--- src/rtl/reg_bank_pkg.sv ---
// Shared constants for the register-bank access controller.
package reg_bank_pkg;

    localparam int ADDR_W_DEF = 4;
    localparam int DATA_W_DEF = 8;

    localparam logic [1:0] ST_IDLE   = 2'd0;
    localparam logic [1:0] ST_ACCESS = 2'd1;
    localparam logic [1:0] ST_RESP   = 2'd2;

    localparam logic REQ_A = 1'b0;
    localparam logic REQ_B = 1'b1;

endpackage

--- src/rtl/rr_arb2.sv ---
// Two-input round-robin arbiter. Purely combinational; the parent keeps
// last_grant. On a tie the requester that did not win last time is granted.
module rr_arb2
    import reg_bank_pkg::*;
(
    input  logic [1:0] valid,       // bit 0 = A, bit 1 = B
    input  logic       last_grant,
    input  logic       enable,
    output logic [1:0] grant        // one-hot, bit 0 = A, bit 1 = B
);

    // One-hot grant, forced to zero when the controller cannot accept.
    always_comb begin
        grant = 2'b00;
        if (enable) begin
            if (valid[0] && (!valid[1] || last_grant == REQ_B)) begin
                grant = 2'b01;
            end else if (valid[1]) begin
                grant = 2'b10;
            end
        end
    end

endmodule

--- src/rtl/reg_bank_ctrl.sv ---
// Serializes two requesters onto the single read-or-write port of the
// register bank. Each operation takes IDLE -> ACCESS -> RESP; bank controls
// are registered so the level-sensitive bank sees them stable for a cycle.
module reg_bank_ctrl
    import reg_bank_pkg::*;
#(
    parameter int ADDR_W = ADDR_W_DEF,
    parameter int DATA_W = DATA_W_DEF
) (
    input  logic              clk,
    input  logic              rst_n,

    input  logic              a_req_valid,
    output logic              a_req_ready,
    input  logic              a_req_we,
    input  logic [ADDR_W-1:0] a_req_waddr,
    input  logic [DATA_W-1:0] a_req_wdata,
    input  logic [ADDR_W-1:0] a_req_raddr1,
    input  logic [ADDR_W-1:0] a_req_raddr2,
    output logic              a_resp_valid,
    output logic [DATA_W-1:0] a_resp_data1,
    output logic [DATA_W-1:0] a_resp_data2,

    input  logic              b_req_valid,
    output logic              b_req_ready,
    input  logic              b_req_we,
    input  logic [ADDR_W-1:0] b_req_waddr,
    input  logic [DATA_W-1:0] b_req_wdata,
    input  logic [ADDR_W-1:0] b_req_raddr1,
    input  logic [ADDR_W-1:0] b_req_raddr2,
    output logic              b_resp_valid,
    output logic [DATA_W-1:0] b_resp_data1,
    output logic [DATA_W-1:0] b_resp_data2,

    output logic              rb_w_r,
    output logic [ADDR_W-1:0] rb_w_add,
    output logic [ADDR_W-1:0] rb_r_add_1,
    output logic [ADDR_W-1:0] rb_r_add_2,
    output logic [DATA_W-1:0] rb_data,
    input  logic [DATA_W-1:0] rb_data_1,
    input  logic [DATA_W-1:0] rb_data_2,

    output logic              busy
);

    logic [1:0]        state;
    logic              last_grant;
    logic              grant_id;
    logic [1:0]        grant;
    logic              accept;
    logic              sel;
    logic              req_we;
    logic [ADDR_W-1:0] req_waddr;
    logic [DATA_W-1:0] req_wdata;
    logic [ADDR_W-1:0] req_raddr1;
    logic [ADDR_W-1:0] req_raddr2;

    rr_arb2 u_arb (
        .valid      ({b_req_valid, a_req_valid}),
        .last_grant (last_grant),
        .enable     (state == ST_IDLE),
        .grant      (grant)
    );

    assign a_req_ready = grant[0];
    assign b_req_ready = grant[1];
    assign accept      = |grant;
    assign sel         = grant[1] ? REQ_B : REQ_A;
    assign busy        = (state != ST_IDLE);

    // Select the granted requester's fields for latching into the bank port.
    always_comb begin
        req_we     = a_req_we;
        req_waddr  = a_req_waddr;
        req_wdata  = a_req_wdata;
        req_raddr1 = a_req_raddr1;
        req_raddr2 = a_req_raddr2;
        if (sel == REQ_B) begin
            req_we     = b_req_we;
            req_waddr  = b_req_waddr;
            req_wdata  = b_req_wdata;
            req_raddr1 = b_req_raddr1;
            req_raddr2 = b_req_raddr2;
        end
    end

    // Operation sequencer and round-robin history.
    always_ff @(posedge clk or negedge rst_n) begin
        if (!rst_n) begin
            state      <= ST_IDLE;
            last_grant <= REQ_B;
            grant_id   <= REQ_A;
        end else begin
            case (state)
                ST_IDLE: begin
                    if (accept) begin
                        state      <= ST_ACCESS;
                        last_grant <= sel;
                        grant_id   <= sel;
                    end
                end
                ST_ACCESS: state <= ST_RESP;
                ST_RESP:   state <= ST_IDLE;
                default:   state <= ST_IDLE;
            endcase
        end
    end

    // Bank port registers; the write strobe is high only for the ACCESS
    // cycle of a write, addresses and data keep their last latched values.
    always_ff @(posedge clk or negedge rst_n) begin
        if (!rst_n) begin
            rb_w_r     <= 1'b0;
            rb_w_add   <= '0;
            rb_r_add_1 <= '0;
            rb_r_add_2 <= '0;
            rb_data    <= '0;
        end else begin
            rb_w_r <= 1'b0;
            if (accept) begin
                rb_w_r     <= req_we;
                rb_w_add   <= req_waddr;
                rb_r_add_1 <= req_raddr1;
                rb_r_add_2 <= req_raddr2;
                rb_data    <= req_wdata;
            end
        end
    end

    // Completion: capture bank read data (or 0 for a write) at the end of
    // ACCESS and pulse resp_valid for the granted requester during RESP.
    // rb_w_r is high during ACCESS exactly when the operation is a write.
    always_ff @(posedge clk or negedge rst_n) begin
        if (!rst_n) begin
            a_resp_valid <= 1'b0;
            b_resp_valid <= 1'b0;
            a_resp_data1 <= '0;
            a_resp_data2 <= '0;
            b_resp_data1 <= '0;
            b_resp_data2 <= '0;
        end else begin
            a_resp_valid <= 1'b0;
            b_resp_valid <= 1'b0;
            if (state == ST_ACCESS) begin
                if (grant_id == REQ_A) begin
                    a_resp_valid <= 1'b1;
                    a_resp_data1 <= rb_w_r ? '0 : rb_data_1;
                    a_resp_data2 <= rb_w_r ? '0 : rb_data_2;
                end else begin
                    b_resp_valid <= 1'b1;
                    b_resp_data1 <= rb_w_r ? '0 : rb_data_1;
                    b_resp_data2 <= rb_w_r ? '0 : rb_data_2;
                end
            end
        end
    end

endmodule

--- config.mk ---
export PLATFORM = sky130hd
export DESIGN_NAME = reg_bank_ctrl
export DESIGN_NICKNAME = d
export VERILOG_FILES = /design/src/rtl/reg_bank_pkg.sv /design/src/rtl/rr_arb2.sv /design/src/rtl/reg_bank_ctrl.sv
export SDC_FILE = /design/constraint.sdc
export NUM_CORES = 1
export LEC_CHECK = 0
export ABC_AREA = 1
export BUFFER_PORTS_ARGS = -buffer_cell sky130_fd_sc_hd__buf_2
export CORE_MARGIN = 5
export CORE_UTILIZATION = 25
export CTS_CLUSTER_DIAMETER = 50
export DETAILED_ROUTE_END_ITERATION = 10
export PLACE_DENSITY = 0.48
export SYNTH_ARGS = -nofsm -noshare
export SYNTH_HDL_FRONTEND = slang
export SYNTH_SLANG_ARGS = --single-unit
export TNS_END_PERCENT = 10
--- constraint.sdc ---
create_clock -name clk -period 4.03 [get_ports clk]
set_clock_uncertainty 0.2 [all_clocks]
set_input_delay 0.403 -clock clk [delete_from_list [all_inputs] [get_ports clk]]
set_output_delay 0.403 -clock clk [all_outputs]
set_load 0.01 [all_outputs]
# Word level (Yosys, flattened, before mapping)
# Cells that the tools add are included.
[totals]
out_inout_bits = 58
reg_bits = 59
inputBits = 62
[classes]
n_eq_ne = 2
mux = 18
bitwise = 1
reduce_logical = 9
[op_table]
columns = ["cell", "count"]
rows = [
  ["$mux W8", 3],
  ["$mux W4", 3],
  ["$mux W2", 4],
  ["$mux W1", 7],
  ["$reduce_and A2 Y1", 3],
  ["$pmux W2 S2", 1],
  ["$eq A2 B1 Y1 const B", 1],
  ["$logic_not A2 Y1", 1],
  ["$ne A2 B2 Y1 const B", 1],
  ["$reduce_bool A2 Y1", 1],
  ["$reduce_or A2 Y1", 1],
  ["$logic_and A1 B1 Y1", 1],
  ["$logic_not A1 Y1", 1],
  ["$logic_or A1 B1 Y1", 1],
  ["$not A1 Y1", 1],
]

# Depth between registers and ports, before layout
[depth]
depth_word = 8
mapped_depth = 8
depth_no_buf = 7

# Modules after synthesis
# From an unflattened synthesis, not the netlist that was laid out.
[unflattened]
hier_cells = 316
area_unflattened_um2 = 2615.0
[by_module_without_submodules]
columns = ["mod", "seq_area_each_um2", "instances", "area_per_inst_um2", "cells_per_inst"]
rows = [
  ["reg_bank_ctrl", 1477.7, 1, 2585.0, 309],
  ["rr_arb2", 0.0, 1, 30.0, 7],
]

# Worst setup path before layout
# OpenSTA, ideal clock, no wires.
[synth_path]
kind = "register to register"
start = "register last_grant"
end = "register rb_data[0]"
setup_time_ns = 0.117
stages_incl_launch_ff = 7
t_required_ns = 3.713
path_slack_ns = 2.503
arrival_time_ns = 1.209
path_cell_list = "dfstp_2 inv_1 a21boi_0 clkbuf_1 nand2_1 nand3_1 nand2_1"
[synth_between]
elab_chain_len = 6
[synth_rtl]
columns = ["element", "line", "source"]
rows = [
  ["from (decl)", "reg_bank_ctrl.sv:47", "logic last_grant;"],
  ["from (signal assigned)", "reg_bank_ctrl.sv:98", "last_grant <= sel;"],
  ["$logic_or A1 B1 Y1 (*)", "rr_arb2.sv:16", "if (valid[0] && (!valid[1] || last_grant == REQ_B)) begin"],
  ["$logic_and A1 B1 Y1 (*)", "rr_arb2.sv:16", ""],
  ["$mux W2 (*)", "rr_arb2.sv:16", ""],
  ["$mux W2 (*)", "rr_arb2.sv:15", "if (enable) begin"],
  ["$mux W1", "reg_bank_ctrl.sv:68", "assign sel = grant[1] ? REQ_B : REQ_A;"],
  ["$mux W8", "reg_bank_ctrl.sv:78", "if (sel == REQ_B) begin"],
  ["to (signal assigned)", "reg_bank_ctrl.sv:125", "rb_data <= req_wdata;"],
  ["to (decl)", "reg_bank_ctrl.sv:39", "output logic [DATA_W-1:0] rb_data,"],
]
# Every way passes the cells marked *; elsewhere a longest branch is shown, timed or not.
# A chain may end at the register's enable or synchronous reset.

# Worst setup path in the final report
[layout_path]
start = "register last_grant"
end = "output b_req_ready"
[layout_between]
elab_chain_len = 4
[layout_rtl]
columns = ["element", "line", "source"]
rows = [
  ["$logic_or A1 B1 Y1", "rr_arb2.sv:16", ""],
  ["$logic_and A1 B1 Y1", "rr_arb2.sv:16", ""],
  ["$mux W2", "rr_arb2.sv:16", ""],
  ["$mux W2", "rr_arb2.sv:15", ""],
  ["to (decl)", "reg_bank_ctrl.sv:25", "output logic b_req_ready,"],
]
# Every way passes these cells.

==> results.txt <==
The flow ran to the end, and the final reports show no timing, DRC or antenna violations. The total power per unit cell area came out at 783.7 nW/um^2. In the layout the commonest cells are 119 x sky130_fd_sc_hd__buf_2, 96 x sky130_fd_sc_hd__inv_1, 96 x sky130_fd_sc_hd__nand2_1.

The number of design rule violations left after detail routing came out at 0. The share of the yosys chip area belonging to registers came out at 0.5254. 0 antenna diodes ended up in the layout.

The worst reg-to-reg path cell count came out at 6. The finished cells cover 3835 um^2. The gate count after technology mapping came out at 371.

The maximum number of buffers from clock root to sink is 2. The final hold violation count is 0. The later pin in the worst-skew pair is clocked with a latency of 320 ps. The count of routing violations after the opening detailed-route iteration came out at 181. In this run the count of I/O pins placed on the die edge is 120. The starting density of the core is 0.2572. The most critical setup path has its startpoint at last_grant.

The adder-cell share of the synthesized area came out at 0. The fraction of post-synthesis cell area in the top cell type by area came out at 0.5160. The actual transition at the worst max-transition pin is 1152 ps. The number of rows created at floorplan is 38. Of the total synthesized cell area, the portion taken by XOR and XNOR cells is 0. The net count after synthesis came out at 433. The total count of max-transition violations in the final report came out at 0. Following the worst setup path forward leads to its endpoint at b_req_ready. The number of register bits inferred by synthesis is 59. The startpoint identified for the worst register-to-register timing path is state[1]. The endpoint identified for the worst register-to-register timing path is rb_w_add[0]. The number of clock buffers inserted by TritonCTS is 9.

The net count of the finished layout is 548. The clock tree from TritonCTS is done. The total area inside the core boundary comes to 10940 um^2. Max-cap violations in this run came to 0. The global route total overflow is 0.

Across every metal layer, demand over resource in global routing totals 0.1180. The overall die height came out at 116.1 um. The min-delay analysis places its worst path in the category in -> reg. The average detailed-routed wire length per instance came out at 12.19 um. The setup slack of the worst register-to-register path came out at 1680 ps. The maximum frequency from static timing analysis is 406.7 MHz. The leading cell type in the layout, fill and taps excluded is sky130_fd_sc_hd__buf_2. The largest total area in the synthesized netlist belongs to sky130_fd_sc_hd__dfrtp_1. The routed design could run at a clock period as short as 2459 ps. The area growth from synthesis to final layout came out at 36.34%. Of the cells placed in the final design, the portion with a size suffix greater than 1 is 0.2912. In the finished design, the share of the clock period the worst path needs comes to 0.6102. The number of distinct library cells after synthesis is 21. Summed over all failing endpoints, the final setup total negative slack is 0 ps. The layout has 1185 filler cells. The main combinational cell family by area after synthesis is simple AND/OR/NAND/NOR gates. The floorplan step defined a die boundary enclosing 13470 um^2. The global-route wire length before repair is 12540 um. The worst-path maximum fanout is 22. The area share of and/or/nand/nor cells after synthesis is 0.2473. Setup repair after global routing left no endpoint under its margin. For this block, the via count after detailed routing is 2521.

Before antenna repair, the detailed router went through 4 iterations. The worst IR drop on VDD is 0.2617 mV. The number of I/O port buffers is 119. By area the synthesized netlist is led by sky130_fd_sc_hd__dfrtp_1 52%, sky130_fd_sc_hd__inv_1 13%, sky130_fd_sc_hd__nand2_1 13%. The final-report setup violation count is 0. The routed via count divided by cell count came out at 3.995. The routability congestion estimate is 0.7388.

The complex-gate fraction of the synthesized area came to 0.06495. The remaining max-slew budget at the tightest pin is 0.2315. The number of antenna violations at the first check in global routing came out at 0.

In this run the clock root is driven by a sky130_fd_sc_hd__clkbuf_16. The maximum number of pins on one net before global-route repair came out at 35. For the worst setup path, the data arrival time is 1860 ps. The final wirelength came out at 7689 um. The worst setup path is captured at an output pin. The average instance area after synthesis came out at 7.581 um^2.

The die width is 116.1 um. The clock transition at the registers of the reported paths came out at 50 ps. The number of levels the H-tree was split into came out at 3.

The mux contribution to synthesized area is 0. The post-DP HPWL is 5507 um. Data on the critical path is required at its endpoint by 3430 ps. The Yosys step of the flow raised 0 warnings.

The number of global-route vias before repair came to 2560. The count of buffers added by post-CTS timing repair for setup came out at 0. The number of clock sinks is 59. In this run the static leakage power is 2.222 nW. The summed instance area of the synthesized netlist is 2813 um^2. The residual antenna-violating net count after detailed routing is 0. The startpoint type of the worst setup path is a flop. The critical path is of the reg -> out type.

The placed standard-cell area is 3516 um^2.
==> final cells by class <==
type / instances / area [um^2] / area share
clock buffers: 14 / 274.0 / 0.07145
clock inverters: 2 / 35.03 / 0.009135
inverters: 97 / 364.1 / 0.09494
multi-input cells: 197 / 888.4 / 0.2316
flip-flops and latches: 59 / 1478 / 0.3853
well taps: 140 / 175.2 / 0.04568
repair buffers: 122 / 620.6 / 0.1618
==> synthesized netlist by cell type (all sizes together) <==
cell type and count:
a21boi 1, a21oi 3, buf 15, clkbuf 3
dfrtp 58, dfstp 1, inv 97, nand2 97
nand3 41, nand3b 1, nor2 20, nor3 1
nor3b 1, o21ai 32
==> timing repair <==
item | 4_1_cts | 5_1_grt
endpoints found under the hold margin | 25 | 0
hold buffers | 1 | 0
resized for setup | 0 | 0
setup endpoints to repair | 0 | 0
==> worst max-delay path: stages, from the launching register on <==
cell                      delay, ps
sky130_fd_sc_hd__dfstp_2        380
sky130_fd_sc_hd__a21oi_2        740
sky130_fd_sc_hd__nand2_1        100
sky130_fd_sc_hd__inv_1          160
sky130_fd_sc_hd__buf_2          160
==> per-stage QoR <==
step                      hold WS (ps)  std cells  total power [mW]  setup slack (ps)  utilization
after floorplan                 -92.59        371             1.774              2503            -
after CTS                        149.5        631             3.069              1533       0.3507
after global placement           251.9        614             2.230              1737       0.3215
after detailed placement         242.9        614             2.256              1662       0.3215
after global routing             180.4        631             3.267              1421       0.3507
final                            147.1        631             3.005              1571       0.3507
==> report_power, final <==
group | total (mW) | internal (mW) | switching (mW)
Clock | 0.781 | 0.528 | 0.253
Sequential | 1.08 | 0.889 | 0.195
Combinational | 1.14 | 0.422 | 0.718
Total | 3.01 | 1.84 | 1.17
==> cell families after synthesis <==
family,after synthesis
DFF,59
AOI/OAI and AO/OA,36
buffers and inverters,115
and+or+nand+nor,161
==> how the worst min path moves through the flow <==
stage / from / endpoint / slack, ps / cells after the start
after detailed placement: rst_n / a_resp_data2[2] / 240 / 1
after CTS: a_req_we / rb_w_r / 150 / 3
after floorplan: rst_n / a_resp_data1[0] / -90 / 0
after global routing: a_req_we / rb_w_r / 180 / 3
after global placement: rst_n / a_resp_data2[2] / 250 / 1
final: a_req_we / rb_w_r / 150 / 3
==> sequential cells by signal, summed over array words and instances (netlist names) <==
| name | count |
|---|---|
| last_grant | 1 |
| b_resp_valid | 1 |
| state | 2 |
| rb_w_add | 4 |
| b_resp_data1 | 8 |
| rb_w_r | 1 |
| a_resp_data1 | 8 |
| rb_r_add_1 | 4 |
| b_resp_data2 | 8 |
| rb_data | 8 |
| a_resp_valid | 1 |
| a_resp_data2 | 8 |
| grant_id | 1 |
| rb_r_add_2 | 4 |
==> metal layers <==
layer,global-route usage,part of all wire,vias to the layer above
met2,0.1814,0.43,112
met1,0.1623,0.47,1076
li1,-,-,1326
met5,0,0,-
met4,0.04486,0.012,0
met3,0.02663,0.088,7
Note: power is estimated with default switching activity, not from simulation.
